[src/rtl/ps2_host_tx.sv]
// PS/2 host-to-device transmitter: inhibits the clock, issues request-to-send, then shifts
// a command byte out on device-generated clock falls and checks the device ACK.

module ps2_line_filter #(
    parameter int FILTER_LEN = 8
) (
    input  logic clk,
    input  logic rst,
    input  logic line_i,
    output logic line_f
);
    localparam int FLT_W = (FILTER_LEN > 1) ? $clog2(FILTER_LEN + 1) : 1;

    logic [1:0]       sync;
    logic [FLT_W-1:0] cnt;

    // Filtered level only follows the synchronised line after FILTER_LEN differing samples in a row.
    always_ff @(posedge clk or posedge rst) begin
        if (rst) begin
            sync   <= 2'b11;
            cnt    <= '0;
            line_f <= 1'b1;
        end else begin
            sync <= {sync[0], line_i};
            if (sync[1] == line_f) begin
                cnt <= '0;
            end else if (cnt == FLT_W'(FILTER_LEN - 1)) begin
                line_f <= sync[1];
                cnt    <= '0;
            end else begin
                cnt <= cnt + 1'b1;
            end
        end
    end
endmodule

module ps2_host_tx #(
    parameter int CLK_FREQ_HZ = 100_000_000,
    parameter int INHIBIT_US  = 120,
    parameter int TIMEOUT_US  = 15000,
    parameter int FILTER_LEN  = 8
) (
    input  logic       clk,
    input  logic       rst,
    input  logic [7:0] tx_data,
    input  logic       tx_valid,
    output logic       tx_ready,
    output logic       busy,
    output logic       tx_done,
    output logic       tx_err,
    output logic [1:0] err_code,
    input  logic       ps2_clk_i,
    input  logic       ps2_data_i,
    output logic       ps2_clk_oe,
    output logic       ps2_data_oe
);
    localparam int CYC_PER_US = CLK_FREQ_HZ / 1_000_000;
    localparam int INH_CYC    = CYC_PER_US * INHIBIT_US;
    localparam int TO_CYC     = CYC_PER_US * TIMEOUT_US;
    localparam int INH_W      = $clog2(INH_CYC + 1);
    localparam int TO_W       = $clog2(TO_CYC + 1);

    localparam logic [2:0] S_IDLE    = 3'd0;
    localparam logic [2:0] S_INHIBIT = 3'd1;
    localparam logic [2:0] S_RTS     = 3'd2;
    localparam logic [2:0] S_SHIFT   = 3'd3;
    localparam logic [2:0] S_ACK     = 3'd4;
    localparam logic [2:0] S_WAIT    = 3'd5;

    logic             clk_f, data_f, clk_f_q, fall;
    logic [2:0]       state;
    logic [9:0]       shift;
    logic [3:0]       bit_cnt;
    logic [INH_W-1:0] inh_cnt;
    logic [TO_W-1:0]  wd_cnt;
    logic             wd_active, wd_expire, accept;

    ps2_line_filter #(.FILTER_LEN(FILTER_LEN)) u_clk_flt (
        .clk(clk), .rst(rst), .line_i(ps2_clk_i), .line_f(clk_f)
    );
    ps2_line_filter #(.FILTER_LEN(FILTER_LEN)) u_data_flt (
        .clk(clk), .rst(rst), .line_i(ps2_data_i), .line_f(data_f)
    );

    assign fall      = clk_f_q & ~clk_f;
    // The done/err pulse cycle is already IDLE but must not accept yet.
    assign tx_ready  = (state == S_IDLE) && !tx_done && !tx_err;
    assign busy      = ~tx_ready;
    assign accept    = tx_valid && tx_ready;
    assign wd_active = (state == S_SHIFT) || (state == S_ACK) || (state == S_WAIT);
    assign wd_expire = wd_active && !fall && (wd_cnt == TO_W'(TO_CYC - 1));

    always_ff @(posedge clk or posedge rst) begin
        if (rst) begin
            state       <= S_IDLE;
            clk_f_q     <= 1'b1;
            shift       <= '0;
            bit_cnt     <= '0;
            inh_cnt     <= '0;
            wd_cnt      <= '0;
            tx_done     <= 1'b0;
            tx_err      <= 1'b0;
            err_code    <= 2'b00;
            ps2_clk_oe  <= 1'b0;
            ps2_data_oe <= 1'b0;
        end else begin
            clk_f_q <= clk_f;
            tx_done <= 1'b0;
            tx_err  <= 1'b0;
            if (wd_active) wd_cnt <= fall ? '0 : wd_cnt + 1'b1;

            if (wd_expire) begin
                state       <= S_IDLE;
                ps2_clk_oe  <= 1'b0;
                ps2_data_oe <= 1'b0;
                tx_err      <= 1'b1;
                err_code    <= 2'b10;
            end else begin
                case (state)
                    S_IDLE: if (accept) begin
                        shift      <= {1'b1, ~^tx_data, tx_data};
                        err_code   <= 2'b00;
                        inh_cnt    <= '0;
                        ps2_clk_oe <= 1'b1;
                        state      <= S_INHIBIT;
                    end
                    S_INHIBIT: if (inh_cnt == INH_W'(INH_CYC - 1)) begin
                        ps2_data_oe <= 1'b1;
                        state       <= S_RTS;
                    end else begin
                        inh_cnt <= inh_cnt + 1'b1;
                    end
                    S_RTS: begin
                        ps2_clk_oe <= 1'b0;
                        bit_cnt    <= '0;
                        wd_cnt     <= '0;
                        state      <= S_SHIFT;
                    end
                    // Falls 1..8 present data LSB first, 9 parity, 10 releases for the stop bit.
                    S_SHIFT: if (fall) begin
                        ps2_data_oe <= ~shift[bit_cnt];
                        bit_cnt     <= bit_cnt + 1'b1;
                        if (bit_cnt == 4'd9) state <= S_ACK;
                    end
                    S_ACK: if (fall) begin
                        if (data_f) begin
                            tx_err   <= 1'b1;
                            err_code <= 2'b01;
                            state    <= S_IDLE;
                        end else begin
                            state <= S_WAIT;
                        end
                    end
                    S_WAIT: if (clk_f && data_f) begin
                        tx_done <= 1'b1;
                        state   <= S_IDLE;
                    end
                    default: state <= S_IDLE;
                endcase
            end
        end
    end
endmodule
[config.mk]
export PLATFORM = sky130hd
export DESIGN_NAME = ps2_host_tx
export DESIGN_NICKNAME = d
export VERILOG_FILES = /design/src/rtl/ps2_host_tx.sv
export SDC_FILE = /design/constraint.sdc
export NUM_CORES = 1
export LEC_CHECK = 0
export BUFFER_PORTS_ARGS = -buffer_cell sky130_fd_sc_hd__buf_2
export CORE_MARGIN = 1
export CORE_UTILIZATION = 45
export CTS_CLUSTER_DIAMETER = 50
export DETAILED_ROUTE_END_ITERATION = 7
export GPL_TIMING_DRIVEN = 1
export PLACE_DENSITY = 0.59
export SYNTH_ARGS = -nofsm -noshare
export SYNTH_HDL_FRONTEND = slang
export SYNTH_SLANG_ARGS = --single-unit
[constraint.sdc]
create_clock -name clk -period 5.8 [get_ports clk]
set_input_delay 0.58 -clock clk [delete_from_list [all_inputs] [get_ports clk]]
set_output_delay 0.58 -clock clk [all_outputs]
set_load 0.01 [all_outputs]
== Word level (Yosys, flattened, before mapping) ==
Index checks and enable logic that the tools add are counted.
Word-level totals
  register bits after elaboration: 73
  word-level logic and storage cells: 122
Cells by class
  add/subtract/negate cells: 5
  $lt $le $gt $ge: 1
  equal/unequal tests: 22
  multiplexer cells: 43
  bitwise operators: 7
  reduce and logical (&&, ||, !) cells: 27
Operators with widths (count)
  two-way mux 21 bit: 4
  two-way mux 14 bit: 2
  case mux 14 bit (2 select lines): 1
  two-way mux 3 bit: 8
  adder 21 x 1 -> 21 bit, second input constant: 1
  equality test 21 bit, second input constant: 1
  two-way mux 4 bit: 5
  case mux 3 bit (6 select lines): 1
  adder 14 x 1 -> 14 bit, second input constant: 1
  equality test 14 bit, second input constant: 1
  two-way mux 1 bit: 13
  adder 4 x 1 -> 4 bit, second input constant: 3
  != test 3 bit, second input constant: 4
  != test 3 x 2 -> 1 bit, second input constant: 3
  AND reduction 3 bit: 3
  nonzero test 3 bit: 3
  equality test 4 x 3 -> 1 bit, second input constant: 2
  two-way mux 2 bit: 4
  case mux 4 bit (2 select lines): 1
  AND reduction 4 bit: 2
  XNOR reduction 8 bit: 1
  equality test 3 x 2 -> 1 bit, second input constant: 2
  equality test 3 bit, second input constant: 2
  logical AND 1 bit: 6
  16 further kinds: 31

== Logic depth before layout (Yosys ltp) ==
Gate-level depths: netlist of run 1.
  word-level depth: 7
  mapped depth: 7
  gate-level depth less buffers: 7

== Hierarchy ==
Synthesis of run 1 repeated with hierarchy kept, for this count alone.
Unflattened totals
  cells, all modules: 395
  area total of the unflattened synthesis: 3793.6 µm²
Modules (own cells, without submodules)
  ps2_host_tx: times used 1, cells an instance 355, area each 3225.6 µm², seq. area each 1477.7 µm²
  ps2_line_filter: times used 2, cells an instance 20, area each 284.0 µm², seq. area each 178.9 µm²

== Worst setup path after synthesis of run 1 ==
OpenSTA, ideal clock, no wires.
  path kind: reg2out
  start: reg state[1]
  end: out busy
  arrival: 1.381 ns
  slack: 3.839 ns
  cell stages (with the launch flop): 5
  buffers on the path: 1
  cells stage by stage: dfrtp_1 > buf_2 > or3_1 > nor3_1 > inv_1
On the way
  longest elaborated chain between the ends: 4
Ends and longest elaborated chain
  start, declared: RTL line 71  | logic [2:0] state;
  start signal, assigned: RTL line 95  | state <= S_IDLE;
  start signal, assigned: RTL line 113  | state <= S_IDLE;
  start signal, assigned: RTL line 125  | state <= S_INHIBIT;
  logical NOT 3 bit: RTL line 87  | assign tx_ready = (state == S_IDLE) && !tx_done && !tx_err;
  logical AND 1 bit (2 in series): RTL line 87
  via tx_ready: RTL line 47  | output logic tx_ready,
  inverter 1 bit: RTL line 88  | assign busy = ~tx_ready;
  end, declared: RTL line 48  | output logic busy,
The timed path passes the listed nets, and every way through them passes these cells.

== Final worst setup path of run 1 ==
  start: reg state[1]
  end: reg state[1]
On the way
  longest elaborated chain between the ends: 7
  elaborated cells between the ends (all ways): 22
  those cells by class: eq/ne: 11; mux: 2; reduce/logical: 9
Ends and longest elaborated chain
  equality test 3 x 2 -> 1 bit or equality test 3 bit (tied branches): RTL line 90, 119
  logical OR 1 bit (2 in series): RTL line 90  | assign wd_active = (state == S_SHIFT) || (state == S_ACK) || (state == S_WAIT);
  logical AND 1 bit (2 in series): RTL line 91  | assign wd_expire = wd_active && !fall && (wd_cnt == TO_W'(TO_CYC - 1));
  != test 3 x 2 -> 1 bit (no source line) or != test 3 bit (tied branches)
  AND reduction 6 bit (no source line)
Several ways; a longest one is shown, not always the timed one.
A chain may end at the register's enable or synchronous reset.

==> metrics.md, run 1 <==
| Metric | Value |
|---|---|
| Largest net degree at the start of global routing | 50 |
| Initial detailed-routing violation count | 116 |
| CTS clk-pin slew, worst paths | 0.08 ns |
| Register area share after synthesis | 0.478 |
| Ant diodes | 0 |
| YS warnings | 0 |
| Status | finished clean |
| Die span in y | 94.3 um |
| Worst r2r dst | state[1] |
| Adder-cell area share of the yosys netlist | 0.0196 |
| Root Driver | clkbuf_8 |
| Initial DRT Pass Iterations | 4 |
| CP Max Fanout | 22 |
| Xor and xnor fraction of the mapped netlist area | 0.0730 |
| Clock Path Buffers | 2 |
| H-tree depth | 3 |
| Register-to-Register Path Depth | 5 |
| Sink Count | 73 |
| Die W | 94.3 um |
| Psw | 0.000274 W |
| Relative slew slack | 0.281 |
| Internal power | 0.000764 W |
| Min Hold Slack | 0.251 ns |
| Post-synth top flop | dfrtp_1 |
| Async set-reset flop share out of synthesis | 1.00 |
| Global-route wire length before repair | 13900 um |
| Clock power frac | 0.353 |
| Vias | 2984 |
| Core Area | 0.00822 sq mm |
| CP endpoint kind | flop |
| I/O Pins | 21 |
| Final Setup Violations | 0 |
| Fin crit share | 0.435 |
| Commonest non-fill, non-tap cells in the layout | 66 x dfrtp_1, 62 x nand2_1, 47 x nor2_1 |
| LEAKAGE | 1.85 nW |
| Post-synthesis compound-gate area fraction | 0.0926 |
| DRC | 0 |
| Footprint of the multi-input gates | 0.00192 sq mm |
| Routability cong. | 0.850 |
| Final hold vios | 0 |
| Antenna-violating nets left | 0 |
| WP data arrival | 2.76 ns |
| P per Cell Area | 247 mW/mm^2 |
| Part of the power in registers | 0.546 |
| CTS tree | built |
| Nets@finish | 451 |
| Mapped Area | 0.00384 sq mm |
| FP Rows | 33 |
| Synth Area in Simple Gates | 0.288 |
| Synth Register Bits | 73 |
| Fillers | 786 |
| Skew final | 0.0103 ns |
| Grt ovf | 0 |
| Comb power frac | 0.101 |
| Post-Syn Nets | 430 |
| Area growth syn-to-layout | 9.75% |
| Worst slew pin tran | 1.08 ns |
| Startpoint Class | flop |
| Register area | 0.00184 sq mm |
| Latest clock arrival within the worst-skew pair | 0.35 ns |
| HPWL after detailed placement | 5740 um |
| Layout cells sized above 1 | 0.130 |
| Initial antenna violation count | 0 |
| Multiplexer share of the synthesized area | 0.0271 |
| Critical Path RT | 6.03 ns |
| Post-layout util | 0.513 |
| Maxcap violations | 0 |
| Worst hold-check path type | input pin to asynchronous set/reset pin |
| Sum Neg Setup Slack | 0 ns |
| Die ar. | 0.00890 sq mm |
| Port bufs | 20 |
| Total CTS buffers | 9 |
| Maximum VDD drop | 0.147 mV |
| Leading cell type in the layout, fill and taps excluded | dfrtp_1 |
| Drt total wl | 8180 um |
| Reg2reg setup slack | 3.28 ns |
| Slew Viols, Final | 0 |
| RSZ-0062 raised after global routing | false |
| Switching share of power | 0.264 |
| Post-Synthesis Cells | 411 |
| CP Class | flop to flop |
| Post-CTS Hold Buffers | 0 |
| DR WL/cell | 15.1 um |
| Post-synthesis cell type count | 55 |
| CTS resizes | 0 |
| Syn Area/Cell | 9.34 sq um |
| Total Routing Usage GR | 0.202 |
| Largest family of logic cells by synthesized area | simple AND/OR/NAND/NOR gates |
| Via density | 5.51 |
| Initial Util | 0.467 |
| Post-synth EDFFs | 0 |
| Setup Fix Bufs, Post-CTS | 0 |
| Minimum clock period | 2.52 ns |
| Max Clock Freq | 396 MHz |
| Vias in the first global route | 2917 |
| RR Startpoint | state[1] |
[sequential cells by signal (all words and copies together) (netlist names)]
| register | flops |
|---|---|
| wd_cnt | 21 |
| u_clk_flt.cnt | 4 |
| bit_cnt | 4 |
| u_data_flt.line_f | 1 |
| err_code | 2 |
| tx_err | 1 |
| u_clk_flt.line_f | 1 |
| clk_f_q | 1 |
| u_data_flt.sync | 2 |
| inh_cnt | 14 |
| ps2_clk_oe | 1 |
| shift | 10 |
| u_clk_flt.sync | 2 |
| u_data_flt.cnt | 4 |
| tx_done | 1 |
| ps2_data_oe | 1 |
| state | 3 |
[power by group through the flow]
| stage | Sequential, W | Clock (W) | Combinational [W] |
|---|---|---|---|
| after floorplan | 0.000570 | 0 | 0.0000828 |
| after global placement | 0.000576 | 0 | 0.000105 |
| after detailed placement | 0.000577 | 0 | 0.000106 |
| after CTS | 0.000567 | 0.000381 | 0.000107 |
| after global routing | 0.000571 | 0.000400 | 0.000121 |
| final | 0.000567 | 0.000367 | 0.000105 |
[Yosys cell counts (all sizes together) (2+ instances only)]
cell type	number	area share
dfrtp	66	0.43
nand2	62	0.061
nor2	47	0.046
xnor2	24	0.055
nand3	23	0.030
a21oi	22	0.030
nor3	20	0.027
o21ai	17	0.022
nand4	10	0.016
inv	9	0.0088
nand2b	9	0.015
xor2	8	0.018
buf	7	0.0085
dfstp	7	0.048
and3	6	0.0098
ha	6	0.020
nor2b	6	0.0098
or3	6	0.0098
nand3b	5	0.0098
a41oi	4	0.0091
clkbuf	4	0.0039
mux2	4	0.013
nor3b	4	0.0091
nor4	4	0.012
a31oi	3	0.0049
a211oi	2	0.0039
a311oi	2	0.0046
and4	2	0.0046
mux4	2	0.012
nand4b	2	0.0046
nor4bb	2	0.0052
or4	2	0.0049
[cells by family after synthesis]
family | after synthesis
AO/OA/AOI/OAI | 58
XOR/XNOR | 32
adder cells (fa/ha/maj) | 6
buffers and inverters | 20
flip-flops | 73
multiplexers | 7
AND/OR/NAND/NOR | 215
[through the flow]
stage	instances	power, W	instance area (sq um)	worst slack [ns]
global route	542	0.00109	4210	2.95
floorplan	411	0.000653	3840	3.38
CTS	542	0.00106	4210	3.30
detailed placement	526	0.000683	4030	3.30
global placement	526	0.000680	4030	3.36
finish	542	0.00104	4210	3.28
[area by class of cell]
type,instances,share of cell area
multi-input combinational,318,0.456
tap,105,0.0312
sequential,73,0.436
clock inverter,4,0.00654
timing repair buffer,21,0.0255
inverter,9,0.00802
clock buffer,12,0.0368
[per-layer routing]
metal  vias up  track usage  share of wire
met5         -            0              0
met4         0        0.100          0.022
met3        16       0.0266          0.023
met2        47        0.323           0.47
met1      1428        0.269           0.49
li1       1493            -              -
[how the worst max path moves through the flow]
stage / end / startpoint / cells past startpoint / slack [ns]
finish: state[1] / state[1] / 5 / 3.28
global route: wd_cnt[19] / state[1] / 4 / 2.95
CTS: state[1] / state[1] / 5 / 3.30
detailed placement: state[1] / state[1] / 5 / 3.30
global placement: state[1] / state[1] / 5 / 3.36
floorplan: bit_cnt[0] / rst / 1 / 3.38
[worst max-delay path, stage by stage (launching register included)]
cell and delay (ns):
dfrtp_1 0.73, nor2b_1 0.15, a21oi_1 0.86, nor4_4 0.18, a21oi_2 0.18, mux2_4 0.30
Power figures use the tool's default switching activity.
==> run 2, diff against run 1 <==
--- a/config.mk
+++ b/config.mk
@@ -5,6 +5,7 @@
 export SDC_FILE = /design/constraint.sdc
 export NUM_CORES = 1
 export LEC_CHECK = 0
+export ABC_AREA = 1
 export BUFFER_PORTS_ARGS = -buffer_cell sky130_fd_sc_hd__buf_2
 export CORE_MARGIN = 1
 export CORE_UTILIZATION = 45
==> constraint.sdc (replaced) <==
create_clock -name clk -period 2.6 [get_ports clk]
set_input_delay 0.26 -clock clk [delete_from_list [all_inputs] [get_ports clk]]
set_output_delay 0.26 -clock clk [all_outputs]
set_load 0.01 [all_outputs]
==> run 2 against run 1 <==
Net effect:
- non-clock buffer count is 5 higher
- global-route usage is 0.32 points higher
- via count is 8.7% higher
- highest routed layer unchanged
- synthesized area is 3.6% higher
==> metrics.md, run 2 <==
| Metric | Value |
|---|---|
| Layout cells sized above 1 | 0.140 |
| CP endpoint kind | flop |
| Global-route wire length before repair | 14400 um |
| Die span in y | 96.0 um |
| H-tree depth | 3 |
| CP Max Fanout | 15 |
| Metal2 WL | 3640 um |
| Startpoint Class | flop |
| Sink Count | 73 |
| Root Driver | clkbuf_8 |
| Synth area leader | dfrtp_1 |
| Antenna-violating nets left | 0 |
| Met3 wire length | 226 um |
| Post-synthesis cell type count | 38 |
| Largest regs | wd_cnt (21), inh_cnt (14), shift (10) |
| Die ar. | 0.00921 sq mm |
| Async set-reset flop share out of synthesis | 1.00 |
| Post-Syn Nets | 510 |
| Post-Synthesis Cells | 491 |
| Leading cell type in the layout, fill and taps excluded | nand2_1 |
| Worst slew pin tran | 0.622 ns |
| FP Rows | 33 |
| Share of the synthesized area in the top cell type | 0.416 |
| Register area share after synthesis | 0.462 |
| Relative slew slack | 0.583 |
| DR WL/cell | 12.9 um |
| Post-synth EDFFs | 0 |
| Reg2reg setup slack | 0.52 ns |
| Ant diodes | 0 |
| Initial DRT Pass Iterations | 4 |
| Largest stage delay, worst path | 0.43 ns |
| Post-Route M1 WL | 4160 um |
| HPWL after detailed placement | 5850 um |
| Synth area leaders | dfrtp_1 42%, nand2_1 10%, nor2_1 6.5%, nand3_1 4.7%, dfstp_2 4.6% |
| Total Routing Usage GR | 0.205 |
| CP dominant cell by count | nand2_1 |
| Register area | 0.00184 sq mm |
| Initial antenna violation count | 0 |
| Leading cell types by count after synthesis | 111 x nand2_1, 69 x nor2_1, 66 x dfrtp_1 |
| Hold Path Sink | shift[1] |
| P per Cell Area | 880 mW/mm^2 |
| Area growth syn-to-layout | 11.6% |
| Reg with most FFs | wd_cnt |
| Hold_sp | tx_data[1] |
| Footprint of the multi-input gates | 0.00192 sq mm |
| Final Setup Violations | 0 |
| Uppermost layer routed | met4 |
| Syn Area/Cell | 8.09 sq um |
| Core Area | 0.00838 sq mm |
| Vias | 3245 |
| Post-synth top flop | dfrtp_1 |
| Port bufs | 20 |
| Sum Neg Setup Slack | 0 ns |
| WP data arrival | 2.32 ns |
| CTS clk-pin slew, worst paths | 0.08 ns |
| Hold Path Cell Cnt | 2 |
| RR Startpoint | state[2] |
| Die W | 96.0 um |
| Initial detailed-routing violation count | 179 |
| CP Class | flop to flop |
| Critical Path RT | 2.83 ns |
| Worst r2r dst | state[2] |
| Routability cong. | 0.927 |
| YS warnings | 0 |
| Via density | 5.13 |
| Slowest cell on crit path | dfrtp_1 |
| Clock Path Buffers | 2 |
| Mapped Area | 0.00397 sq mm |
| Fin crit share | 0.801 |
| Synth Register Bits | 73 |
| Fillers | 811 |
| I/O Pins | 21 |
| Register-to-Register Path Depth | 10 |
| Commonest non-fill, non-tap cells in the layout | 111 x nand2_1, 69 x nor2_1, 66 x dfrtp_1 |
| Final hold vios | 0 |
| Total CTS buffers | 9 |
| Grt ovf | 0 |
| RSZ-0062 raised after global routing | false |
| Cell-by-cell trace of the critical path | inv_1 -> nand3_2 -> nand2_4 -> nand2_2 -> inv_2 -> nand3_1 -> nand2_1 -> nand2_1 -> o21ai_0 -> nand2_1 |
| Maximum VDD drop | 0.423 mV |
| Max Clock Freq | 480 MHz |
| Maxcap violations | 0 |
| Latest clock arrival within the worst-skew pair | 0.35 ns |
| Vias in the first global route | 3126 |
| Largest register FFs | 21 |
| Skew final | 0.0115 ns |
| Minimum clock period | 2.08 ns |
| Initial Util | 0.474 |
| Status | finished clean |
| Worst hold-check path type | input pin to flop |
| Nets@finish | 541 |
| Post-layout util | 0.529 |
| Largest net degree at the start of global routing | 74 |
| Most frequent cell after synthesis | nand2_1 |
| CTS tree | built |
| Slew Viols, Final | 0 |
| Drt total wl | 8160 um |
| DRC | 0 |
| LEAKAGE | 1.99 nW |
==> run 2: changes by cell type after synthesis, moves of 8 or more <==
cell and change:
nand2_1 +49, inv_1 +39, nor2_1 +22, o21ai_0 +20, nand3_1 +14, o21ai_1 -10
xnor2_1 -10, nand2b_1 -9, nor3_1 -8
==> run 2: report_power, final <==
group / switching [W] / internal (W) / total [W]
Combinational: 0.000894 / 0.000474 / 0.00137
Sequential: 0.000229 / 0.00139 / 0.00162
Clock: 0.000464 / 0.000447 / 0.000911
==> run 2: worst max path at each step <==
stage | from | to | slack [ns] | cells past startpoint
after CTS | state[2] | state[2] | 0.52 | 10
final | state[2] | state[2] | 0.52 | 10
after floorplan | rst | bit_cnt[0] | 0.50 | 1
after global routing | state[2] | state[2] | 0.32 | 10
after detailed placement | state[2] | state[2] | 0.53 | 10
after global placement | state[2] | state[2] | 0.59 | 10
==> run 2: per-stage QoR <==
step	cells	hold slack (ns)	power (W)	setup WS (ns)	cell area (sq um)
2_1_floorplan	491	0.264	0.00267	0.498	3970
3_3_place_gp	613	0.351	0.00300	0.590	4210
3_5_place_dp	613	0.349	0.00302	0.535	4210
4_1_cts	632	0.151	0.00393	0.519	4430
5_1_grt	632	0.157	0.00420	0.324	4430
6_report	632	0.161	0.00390	0.517	4430
==> run 2: final cells by class <==
type,instances,area share
repair buffers,26,0.0372
clock inverters,6,0.0152
multi-input cells,361,0.432
inverters,51,0.0432
clock buffers,10,0.0288
flip-flops and latches,73,0.414
well taps,105,0.0296
==> run 2: worst max-delay path, delay by kind of cell, from the launching register on <==
| kind | cells | cell delay, ns |
|---|---|---|
| flops | 1 | 0.43 |
| buf+inv | 2 | 0.41 |
| simple gates | 7 | 0.96 |
| compound gates | 1 | 0.17 |
==> run 2: kinds of logic after synthesis <==
logic type | synth area share
xor+xnor | 0.0617
flops | 0.462
buf+inv | 0.0573
mux | 0.0255
simple gates | 0.282
compound gates | 0.0929
fa+ha+maj | 0.0189
==> run 2: repair_timing <==
| action | CTS | global route |
|---|---|---|
| hold buffers | 3 | 0 |
| resized for setup | 0 | 0 |
| endpoints found under the hold margin | 30 | 0 |
| setup buffers | 0 | 0 |
==> run 2: per-layer routing <==
metal / vias to the layer above / global-route usage
met5: - / 0
li1: 1663 / -
met1: 1526 / 0.286
met2: 42 / 0.317
met4: 0 / 0.0821
met3: 14 / 0.0348
